===== src/rtl/coffee_grade_classifier.sv =====
// Averages windows of 2^LOG2_N sensor samples and grades the average into a
// 2-bit estado code (00 baja, 01 media, 10 alta, 11 no result/fault) with hysteresis.
module coffee_grade_classifier #(
   parameter int W       = 8,
   parameter int LOG2_N  = 2,
   parameter int TH_LOW  = 80,
   parameter int TH_HIGH = 160,
   parameter int HYST    = 8
) (
   input  logic         clk,
   input  logic         reset,
   input  logic [W-1:0] sample,
   input  logic         sample_valid,
   output logic         sample_ready,
   output logic [1:0]   estado,
   output logic         estado_valid,
   output logic         fault
);

   localparam int AW = W + LOG2_N;
   localparam int CW = LOG2_N;
   localparam int XW = W + 1;
   localparam int N  = 1 << LOG2_N;

   localparam logic [1:0] G_BAJA  = 2'b00;
   localparam logic [1:0] G_MEDIA = 2'b01;
   localparam logic [1:0] G_ALTA  = 2'b10;
   localparam logic [1:0] G_NONE  = 2'b11;

   localparam logic [XW-1:0] T_LO    = XW'(TH_LOW);
   localparam logic [XW-1:0] T_HI    = XW'(TH_HIGH);
   localparam logic [XW-1:0] T_LO_UP = XW'(TH_LOW + HYST);
   localparam logic [XW-1:0] T_LO_DN = XW'(TH_LOW - HYST);
   localparam logic [XW-1:0] T_HI_UP = XW'(TH_HIGH + HYST);
   localparam logic [XW-1:0] T_HI_DN = XW'(TH_HIGH - HYST);

   if (LOG2_N < 1) begin : g_bad_log2n
      $error("LOG2_N must be at least 1");
   end
   if (HYST > TH_LOW) begin : g_bad_hyst
      $error("HYST must not exceed TH_LOW");
   end
   if (TH_LOW + HYST >= TH_HIGH - HYST) begin : g_bad_band
      $error("TH_LOW+HYST must be below TH_HIGH-HYST");
   end
   if (TH_HIGH + HYST > (1 << W) - 1) begin : g_bad_top
      $error("TH_HIGH+HYST must fit in W bits");
   end

   typedef enum logic {ACC, EVAL} state_t;

   state_t          state_q,  state_d;
   logic [CW-1:0]   cnt_q,    cnt_d;
   logic [AW-1:0]   acc_q,    acc_d;
   logic            wfault_q, wfault_d;
   logic [1:0]      prev_q,   prev_d;
   logic            pend_q,   pend_d;
   logic [1:0]      pend_est_q, pend_est_d;
   logic            pend_flt_q, pend_flt_d;
   logic [1:0]      estado_q, estado_d;
   logic            estado_valid_q, estado_valid_d;
   logic            fault_q,  fault_d;

   logic [W-1:0]    avg;
   logic [XW-1:0]   avg_x;
   logic [1:0]      grade;

   assign avg   = acc_q[AW-1:LOG2_N];
   assign avg_x = {1'b0, avg};

   // Moves across a threshold need the hysteresis margin; multi-step jumps
   // fall back to the nearer class when the outer margin is not met.
   always_comb begin
      grade = G_NONE;
      unique case (prev_q)
         G_BAJA: begin
            if (avg_x >= T_HI_UP)      grade = G_ALTA;
            else if (avg_x >= T_LO_UP) grade = G_MEDIA;
            else                       grade = G_BAJA;
         end
         G_MEDIA: begin
            if (avg_x >= T_HI_UP)      grade = G_ALTA;
            else if (avg_x < T_LO_DN)  grade = G_BAJA;
            else                       grade = G_MEDIA;
         end
         G_ALTA: begin
            if (avg_x < T_LO_DN)       grade = G_BAJA;
            else if (avg_x < T_HI_DN)  grade = G_MEDIA;
            else                       grade = G_ALTA;
         end
         default: begin
            if (avg_x < T_LO)          grade = G_BAJA;
            else if (avg_x >= T_HI)    grade = G_ALTA;
            else                       grade = G_MEDIA;
         end
      endcase
   end

   always_comb begin
      state_d        = state_q;
      cnt_d          = cnt_q;
      acc_d          = acc_q;
      wfault_d       = wfault_q;
      prev_d         = prev_q;
      pend_d         = 1'b0;
      pend_est_d     = pend_est_q;
      pend_flt_d     = pend_flt_q;
      estado_d       = estado_q;
      estado_valid_d = 1'b0;
      fault_d        = fault_q;

      unique case (state_q)
         ACC: begin
            if (sample_valid) begin
               acc_d = acc_q + AW'(sample);
               cnt_d = cnt_q + CW'(1);
               if (sample == '1) wfault_d = 1'b1;
               if (cnt_q == CW'(N - 1)) state_d = EVAL;
            end
         end
         EVAL: begin
            pend_d     = 1'b1;
            pend_est_d = wfault_q ? G_NONE : grade;
            pend_flt_d = wfault_q;
            prev_d     = wfault_q ? G_NONE : grade;
            acc_d      = '0;
            cnt_d      = '0;
            wfault_d   = 1'b0;
            state_d    = ACC;
         end
         default: state_d = ACC;
      endcase

      // Result is published one edge after EVAL so estado lands on the
      // second edge after the window's last accept.
      if (pend_q) begin
         estado_d       = pend_est_q;
         fault_d        = pend_flt_q;
         estado_valid_d = 1'b1;
      end
   end

   always_ff @(posedge clk or negedge reset) begin
      if (!reset) begin
         state_q        <= ACC;
         cnt_q          <= '0;
         acc_q          <= '0;
         wfault_q       <= 1'b0;
         prev_q         <= G_NONE;
         pend_q         <= 1'b0;
         pend_est_q     <= G_NONE;
         pend_flt_q     <= 1'b0;
         estado_q       <= G_NONE;
         estado_valid_q <= 1'b0;
         fault_q        <= 1'b0;
      end else begin
         state_q        <= state_d;
         cnt_q          <= cnt_d;
         acc_q          <= acc_d;
         wfault_q       <= wfault_d;
         prev_q         <= prev_d;
         pend_q         <= pend_d;
         pend_est_q     <= pend_est_d;
         pend_flt_q     <= pend_flt_d;
         estado_q       <= estado_d;
         estado_valid_q <= estado_valid_d;
         fault_q        <= fault_d;
      end
   end

   assign sample_ready = (state_q == ACC);
   assign estado       = estado_q;
   assign estado_valid = estado_valid_q;
   assign fault        = fault_q;

endmodule


===== config.mk =====
export PLATFORM = sky130hd
export DESIGN_NAME = coffee_grade_classifier
export DESIGN_NICKNAME = d
export VERILOG_FILES = /design/src/rtl/coffee_grade_classifier.sv
export SDC_FILE = /design/constraint.sdc
export NUM_CORES = 1
export LEC_CHECK = 0
export CAP_MARGIN = 30
export CORE_MARGIN = 1
export CORE_UTILIZATION = 58
export CTS_CLUSTER_DIAMETER = 50
export DETAILED_ROUTE_END_ITERATION = 7
export PLACE_DENSITY = 0.95
export REMOVE_ABC_BUFFERS = 1
export SLEW_MARGIN = 30
export SYNTH_ARGS = -nofsm -noshare
export SYNTH_HDL_FRONTEND = slang
export SYNTH_SLANG_ARGS = --single-unit

===== constraint.sdc =====
create_clock -name clk -period 6.14 [get_ports clk]
set_clock_uncertainty 0.2 [all_clocks]
set_input_delay 1.228 -clock clk [delete_from_list [all_inputs] [get_ports clk]]
set_output_delay 1.228 -clock clk [all_outputs]
set_load 0.005 [all_outputs]

# Word level (Yosys, flattened, before mapping)
# Index checks and enable logic that the tools add are counted.
[totals]
in_bits = 11
out_inout_bits = 5
register_bits = 22
word_cells = 49
[op_classes]
eq_ne = 6
n_reduce_logical = 2
n_mux = 22
n_addsub = 2
order_cmp = 6
n_bitwise = 1
[op_table]
columns = ["operator", "n"]
rows = [
  ["case mux 10 bit (2 select lines)", 1],
  [">= comparator 8 bit, second input constant", 2],
  ["< comparator 8 x 7 -> 1 bit, second input constant", 2],
  ["2-to-1 mux 2 bit", 8],
  ["adder 10 x 8 -> 10 bit", 1],
  ["2-to-1 mux 10 bit", 1],
  ["equality test 8 bit, second input constant", 1],
  [">= comparator 8 x 7 -> 1 bit, second input constant", 1],
  ["< comparator 8 bit, second input constant", 1],
  ["2-to-1 mux 1 bit", 8],
  ["case mux 2 bit (3 select lines)", 1],
  ["equality test 2 bit, second input constant", 2],
  ["case mux 1 bit (2 select lines)", 2],
  ["case mux 2 bit (2 select lines)", 1],
  ["adder 2 x 1 -> 2 bit, second input constant", 1],
  ["equality test 2 x 1 -> 1 bit, second input constant", 1],
  ["zero test 2 bit", 1],
  ["!= test 2 x 1 -> 1 bit, second input constant", 1],
  ["!= test 2 bit, second input constant", 1],
  ["AND reduction 2 bit", 1],
  ["inverter 1 bit", 1],
]

# Depth between registers and ports, before layout
# Gate-level depths: netlist (run 1).
[depth]
word_depth = 5
depth_mapped = 8
ltp_nobuf = 8

# Worst setup path after synthesis (run 1)
# OpenSTA, ideal clock, no wires.
[synth_path]
kind = "input to register"
startpoint = "in sample[0]"
endpoint = "reg acc_q[8]"
cell_stages = 8
n_path_buf = 0
required_ns = 5.862
setup_time_ns = 0.078
slack_ns = 3.212
t_arrival_ns = 2.650
cell_sequence = "ha_1 -> inv_1 -> fa_1 -> nor2b_2 -> o2111a_2 -> nor4_1 -> or3_1 -> a21oi_1"
[synth_via]
elab_chain_len = 3
[synth_lines]
columns = ["item", "line_no", "source"]
rows = [
  ["start, declared", "12", "input logic [W-1:0] sample,"],
  ["adder 10 x 8 -> 10 bit", "115", "acc_d = acc_q + AW'(sample);"],
  ["2-to-1 mux 10 bit", "114", "if (sample_valid) begin"],
  ["case mux 10 bit (2 select lines)", "112", "unique case (state_q)"],
  ["end signal, assigned", "147", "acc_q <= '0;"],
  ["end signal, assigned", "159", "acc_q <= acc_d;"],
  ["end, declared", "54", "logic [AW-1:0] acc_q, acc_d;"],
]
# Every way passes these cells. The select of a mux whose other input is x is not followed.
# A chain may end at the register's enable or synchronous reset.

# Final worst setup path (run 1)
[layout_path]
startpoint = "reg state_q"
endpoint = "out sample_ready"
[layout_via]
elab_chain_len = 1
[layout_lines]
columns = ["item", "line_no", "source"]
rows = [
  ["start, declared", "52", "state_t state_q, state_d;"],
  ["start signal, assigned", "157", "state_q <= state_d;"],
  ["inverter 1 bit", "--", ""],
  ["end, declared", "14", "output logic sample_ready,"],
]
# Every way passes these cells.

==> results of run 1 <==
[metal layers]
| metal | vias up | global-route usage | share of wire |
|---|---|---|---|
| met5 | - | 0 | 0 |
| met4 | 0 | 0.147 | 0.036 |
| met3 | 13 | 0.0187 | 0.031 |
| met2 | 37 | 0.463 | 0.52 |
| met1 | 525 | 0.314 | 0.41 |
| li1 | 502 | - | - |
[sequential cells by signal, indices dropped and copies added, names as in the netlist]
| name | flops |
|---|---|
| estado_valid | 1 |
| wfault_q | 1 |
| cnt_q | 2 |
| state_q | 1 |
| pend_q | 1 |
| acc_q | 10 |
| pend_est_q | 2 |
| pend_flt_q | 1 |
| estado | 2 |
| fault | 1 |
[worst max path at each step]
stage                 startpoint              endpoint  slack (ns)  depth (start not counted)
6_report       state_q$_DFF_PN0_          sample_ready        2.79                          2
5_1_grt        state_q$_DFF_PN0_          sample_ready        2.70                          2
4_1_cts        state_q$_DFF_PN0_          sample_ready        2.84                          2
3_5_place_dp           sample[0]  acc_q[8]$_DFFE_PN0P_        2.59                          9
3_3_place_gp           sample[0]  acc_q[8]$_DFFE_PN0P_        2.66                          9
2_1_floorplan          sample[0]  acc_q[8]$_DFFE_PN0P_        3.21                          8
[layout make-up]
cell class | instances | area (um^2)
Clock inverter | 1 | 30.0
Sequential cell | 22 | 556
Tap cell | 27 | 33.8
Inverter | 6 | 22.5
Multi-Input combinational cell | 97 | 703
Clock buffer | 3 | 22.5
Timing Repair Buffer | 15 | 145
Fill cell | 150 | 529
[kinds of logic (layout without fill, tap and decap cells)]
group / Yosys count / after routing / share of synthesized area
and+or+nand+nor: 41 / 41 / 0.166
AOI/OAI and AO/OA: 31 / 31 / 0.158
DFF: 22 / 22 / 0.427
adders and majority gates: 11 / 11 / 0.110
buffers and inverters: 10 / 25 / 0.0327
muxes: 9 / 9 / 0.0731
xor gates and xnor gates: 5 / 5 / 0.0337
[layout by cell type, fill, tap and decap left out, types with 2 or more instances in the layout]
master | Yosys | routed
mux2_2 | 4 | 4
xor2_1 | 3 | 3
mux2i_1 | 5 | 5
nand3_1 | 4 | 4
nor2_1 | 14 | 14
o21a_1 | 2 | 2
nor2b_1 | 2 | 2
or3_1 | 3 | 3
a21oi_1 | 9 | 9
nand4_1 | 2 | 2
ha_1 | 9 | 9
xnor2_1 | 2 | 2
dfrtp_1 | 18 | 18
dfstp_2 | 4 | 4
and3_1 | 2 | 2
o21ai_0 | 7 | 7
clkdlybuf4s50_1 | 0 | 14
clkbuf_4 | 0 | 3
a21o_1 | 2 | 2
inv_1 | 6 | 6
nand2_1 | 5 | 5
[power by group]
part | switching, mW | internal [mW] | leakage, nW
Sequential | 0.0653 | 0.215 | 0.271
Combinational | 0.169 | 0.169 | 0.391
Clock | 0.0470 | 0.0660 | 0.0279
Total | 0.281 | 0.450 | 0.690
==> impl_results.md, run 1 <==
* Vias at 1077
* RSZ-0062 raised after global routing: no
* H-tree depth at 1
* Pin count of the biggest net entering global routing at 23
* Synth async-reset ratio at 1.00
* Hold_buf cts at 0
* Post-synth EDFFs at 0
* Port Buf Inserts at 15
* Synthesized area at 1300 um^2
* Later-pin clock latency in the skew report at roughly 0.31 ns
* Layout Cells excl Fill at approximately 170
* Final Cell Area at 1510 um^2
* PostCTS Resize Cnt at 0
* RR Endpoint: acc_q[8]$_DFFE_PN0P_
* Synthesized flop and latch total at 22
* Postcts setup bufs at 0
* Dpl ws at between 2 and 3 ns
* Root Buffer: clkbuf_4
* WP data required at approximately 4.7 ns
* Hold Path Class: flop to flop
* Post-synth cell types at 44
* Die Wd at 49.4 um
* Cells after Synth at roughly 130
* CTS tree: done
* Hold Worst Slack at 0.279 ns
* Final WL at ~2.8 mm
* WP data arrival at 1.92 ns
* Post-route ant nets at 0
* Slew headroom at 0.473
* Vias in the first global route at roughly 1100
* Worst r2r src: acc_q[0]$_DFFE_PN0P_
* Total CTS buffers at 3
* Final setup violation count at 0
* CP bufs+invs at 2
* Area of the core at 2040 um^2
* Worst r2r path cells at 8
* Worst hold path depth at 0
* CTS Sinks at 22
* Max-slew violations at 0
* Critical Path Source Type: flop
* First-pass GRT wire length at 4.81 mm
* Hold-critical path endpoint: estado_valid$_DFF_PN0_
* Clock slew at reported path FFs at between 0.1 and 0.15 ns
* Seq/Total Area, Yosys at 0.427
* Hold_sp: pend_q$_DFF_PN0_
* Vias per cell at 6.30
* Post-route setup slack at 2.79 ns
* Routability cong. at 0.828
* Die area at between 2000 and 2500 um^2
* Ys flop type: dfrtp_1
* CTS Buffer Depth at 2
* Worst-Margin Slew at between 0.7 and 0.8 ns
* Leak at approximately 0.7 nW
* GRT Total Usage at 0.263
* Status: completed
* Crit Path Class: flop to primary output
* Post-layout min period at 3.35 ns
* Reg2Reg Setup Slack at 3.90 ns
* Synth warn at 0
* Iter 0 DRT Violations at 21
* Biggest area consumer among synthesized cells: dfrtp_1
* Top cell type's share of synthesized area at 0.346
* Ratio of cells with drive above 1 in the final layout at 0.111
* Dpl hpwl at 2.13 mm
* CP max stage delay at 0.81 ns
* Site Rows at 16
* CP Max Fanout at 20
* Post-route DRC at 0
* Number of diodes at 0
* Routed wire per std cell at 16.7 um
* Synth Area per Inst at 10.1 um^2
* Antenna violations before repair at 0
* Final Hold Viols at 0
* Max-cap violations at 0
* CP endpoint kind: primary output
* Placed cell count at 167
* Initial Util at 0.637
* Worst-path cell chain: inv_1 > clkdlybuf4s50_1
* Die height at 49.4 um
* Fmax at approximately 300 MHz
* Placed inst area at approximately 1500 um^2
* Synth top area cells: dfrtp_1 35%, ha_1 8.7%, dfstp_2 8.1%, nor2_1 4.0%, mux2i_1 3.8%
* Final Core Density at 0.741
* Commonest cells post-synth: 18 x dfrtp_1, 14 x nor2_1, 9 x a21oi_1, 9 x ha_1, 7 x o21ai_0
* Power, Total at roughly 0.73 mW
* Pwr Density at between 400 and 500 nW/um^2
* Slowest CP cell: dfrtp_1
* DRT Pass-1 Iters at 5
* Worst path top cell family by delay: flip-flops
* Area grow syn2layout at 16.2%
* Max VDD drop at 0.299 mV
* Total I/O pin count at 16
* Final critical-path share of the clock period at 0.545
* Setup TNS Final at 0 ns
* Remaining global-route overflow at 0
* Nets at 166
* Most common cell in the netlist: dfrtp_1
(Power assumes the default switching activity.)
==> run 2, diff against run 1 <==
Settings changed: CORE_UTILIZATION 58 to 49, PLACE_DENSITY 0.95 to 0.86.
Clock period 6.14 ns to 2.68 ns, I/O delays scaled along.
==> impl_results.md, run 2 (synthesized netlist as in run 1, its figures left out) <==
* Hold Path Class: flop to flop
* CP endpoint kind: flop
* Die area at between 2000 and 3000 um^2
* Internal power at 1.06 mW
* Later-pin clock latency in the skew report at 0.32 ns
* Max-cap violations at 0
* Post-route ant nets at 0
* Vias in the first global route at 975
* Root Buffer: clkbuf_4
* Routability cong. at 0.847
* RSZ-0062 raised after global routing: no
* Worst r2r path cells at 8
* Slew headroom at 0.747
* Clock Power Share at 0.153
* Pin count of the biggest net entering global routing at 23
* Power, Total at 1.68 mW
* Psw at between 0.6 and 0.7 mW
* PostCTS Resize Cnt at 0
* Die Wd at 53.5 um
* Worst-Margin Slew at roughly 0.38 ns
* GRT Total Usage at 0.216
* Fmax at roughly 400 MHz
* Fillers at 198
* Die height at roughly 54 um
* Register area at around 560 um^2
* DRT Pass-1 Iters at 4
* CTS Sinks at 22
* Nets at about 170
* Most frequent cells in the layout: 18 x dfrtp_1, 15 x clkdlybuf4s50_1, 14 x nor2_1
* Critical Path Source Type: input pin
* Max FFs per register at 10
* Remaining global-route overflow at 0
* Site Rows at 18
* Area of the core at 2500 um^2
* Max-slew violations at 0
* H-tree depth at 1
* Final setup violation count at 0
* Hold_sp: pend_q$_DFF_PN0_
* WP data required at 2.73 ns
* Initial Util at 0.521
* Status: completed
* Iter 0 DRT Violations at 26
* Total I/O pin count at 16
* Dpl ws at -0.173 ns
* Final Hold Viols at 0
* Port Buf Inserts at 15
* Placed cell count at 176
* Hold-critical path endpoint: estado_valid$_DFF_PN0_
* Post-route DRC at 0
* Layout Cells excl Fill at 180
* Worst hold path depth at 0
* CP Max Fanout at 2
* Area taken by multi-input logic gates at 703 um^2
* Dpl hpwl at 1.97 mm
* Clock slew at reported path FFs at between 0.1 and 0.15 ns
* Max VDD drop at 0.633 mV
* Net Sw Frac at 0.371
* Pwr Density at 1070 nW/um^2
* Final WL at 2.70 mm
* First-pass GRT wire length at 4.37 mm
* Largest Register: acc_q
* Hold_buf cts at 0
* CTS Buffer Depth at 2
* Post-layout min period at 2.52 ns
* Reg2Reg Setup Slack at between 0.4 and 0.5 ns
* Area grow syn2layout at 20.4%
* Final critical-path share of the clock period at 0.941
* Post-route setup slack at ~0.16 ns
* Reg power frac at 0.367
* Antenna violations before repair at 0
* CP max stage delay at between 0.4 and 0.5 ns
* Number of diodes at 0
* Routed wire per std cell at 15.0 um
* Postcts setup bufs at 0
* Total CTS buffers at 3
* Comb power frac at 0.480
* Commonest non-fill, non-tap cell in the layout: dfrtp_1
* WP data arrival at around 2.6 ns
* Worst r2r src: acc_q[0]$_DFFE_PN0P_
* Vias at between 1000 and 1500
* Leak at ~0.72 nW
* CTS tree: done
* Ratio of cells with drive above 1 in the final layout at 0.140
* RR Endpoint: acc_q[8]$_DFFE_PN0P_
* Slowest CP cell: clkdlybuf4s50_1
* Worst-path cell chain: clkdlybuf4s50_1 > ha_1 > inv_1 > fa_1 > nor2b_2 > o2111a_2 > nor4_1 > or3_1 > a21oi_1
* Crit Path Class: input pin to flop
* Vias per cell at 5.85
* Worst setup path start: sample[0]
-- run 2: layout make-up --
class	instances	share of cell area
Timing Repair Buffer	21	0.125
Sequential cell	22	0.355
Tap cell	30	0.0240
Clock buffer	3	0.0144
Clock inverter	1	0.0192
Multi-Input combinational cell	97	0.449
Inverter	6	0.0144
-- run 2: stage by stage --
step	utilization	TNS [ns]	hold slack, ns	cell area [um^2]
floorplan	-	0	0.0404	1280
global placement	0.606	-0.0941	0.233	1510
CTS	0.627	0	0.277	1570
detailed placement	0.606	-0.200	0.249	1510
finish	0.627	0	0.272	1570
global route	0.627	0	0.298	1570
-- run 2: worst max path at each step --
stage,end,depth (start not counted),slack (ns)
CTS,acc_q[8]$_DFFE_PN0P_,9,0.18
detailed placement,acc_q[8]$_DFFE_PN0P_,9,-0.17
global placement,acc_q[8]$_DFFE_PN0P_,9,-0.08
global route,acc_q[8]$_DFFE_PN0P_,9,0.1
floorplan,acc_q[8]$_DFFE_PN0P_,8,0.44
finish,acc_q[8]$_DFFE_PN0P_,9,0.16
-- run 2: metal layers --
metal / GRT usage / vias up / share of wire
met5: 0 / - / 0
met4: 0.101 / 0 / 0.012
met3: 0.0254 / 2 / 0.042
met2: 0.358 / 34 / 0.48
met1: 0.280 / 512 / 0.46
li1: - / 505 / -
-- run 2: critical path: cells and delay by family --
| family | cells | cell delay (ns) |
|---|---|---|
| AOI/OAI and AO/OA | 2 | 0.38 |
| adders and majority gates | 2 | 0.57 |
| buffers and inverters | 2 | 0.53 |
| and+or+nand+nor | 3 | 0.55 |
-- run 2: power groups by stage --
stage / sequential [mW] / combinational, mW / clock [mW]
after floorplan: 0.602 / 0.555 / 0
after global placement: 0.610 / 0.755 / 0
after detailed placement: 0.622 / 0.802 / 0
after CTS: 0.614 / 0.808 / 0.268
after global routing: 0.633 / 0.906 / 0.277
final: 0.618 / 0.807 / 0.258
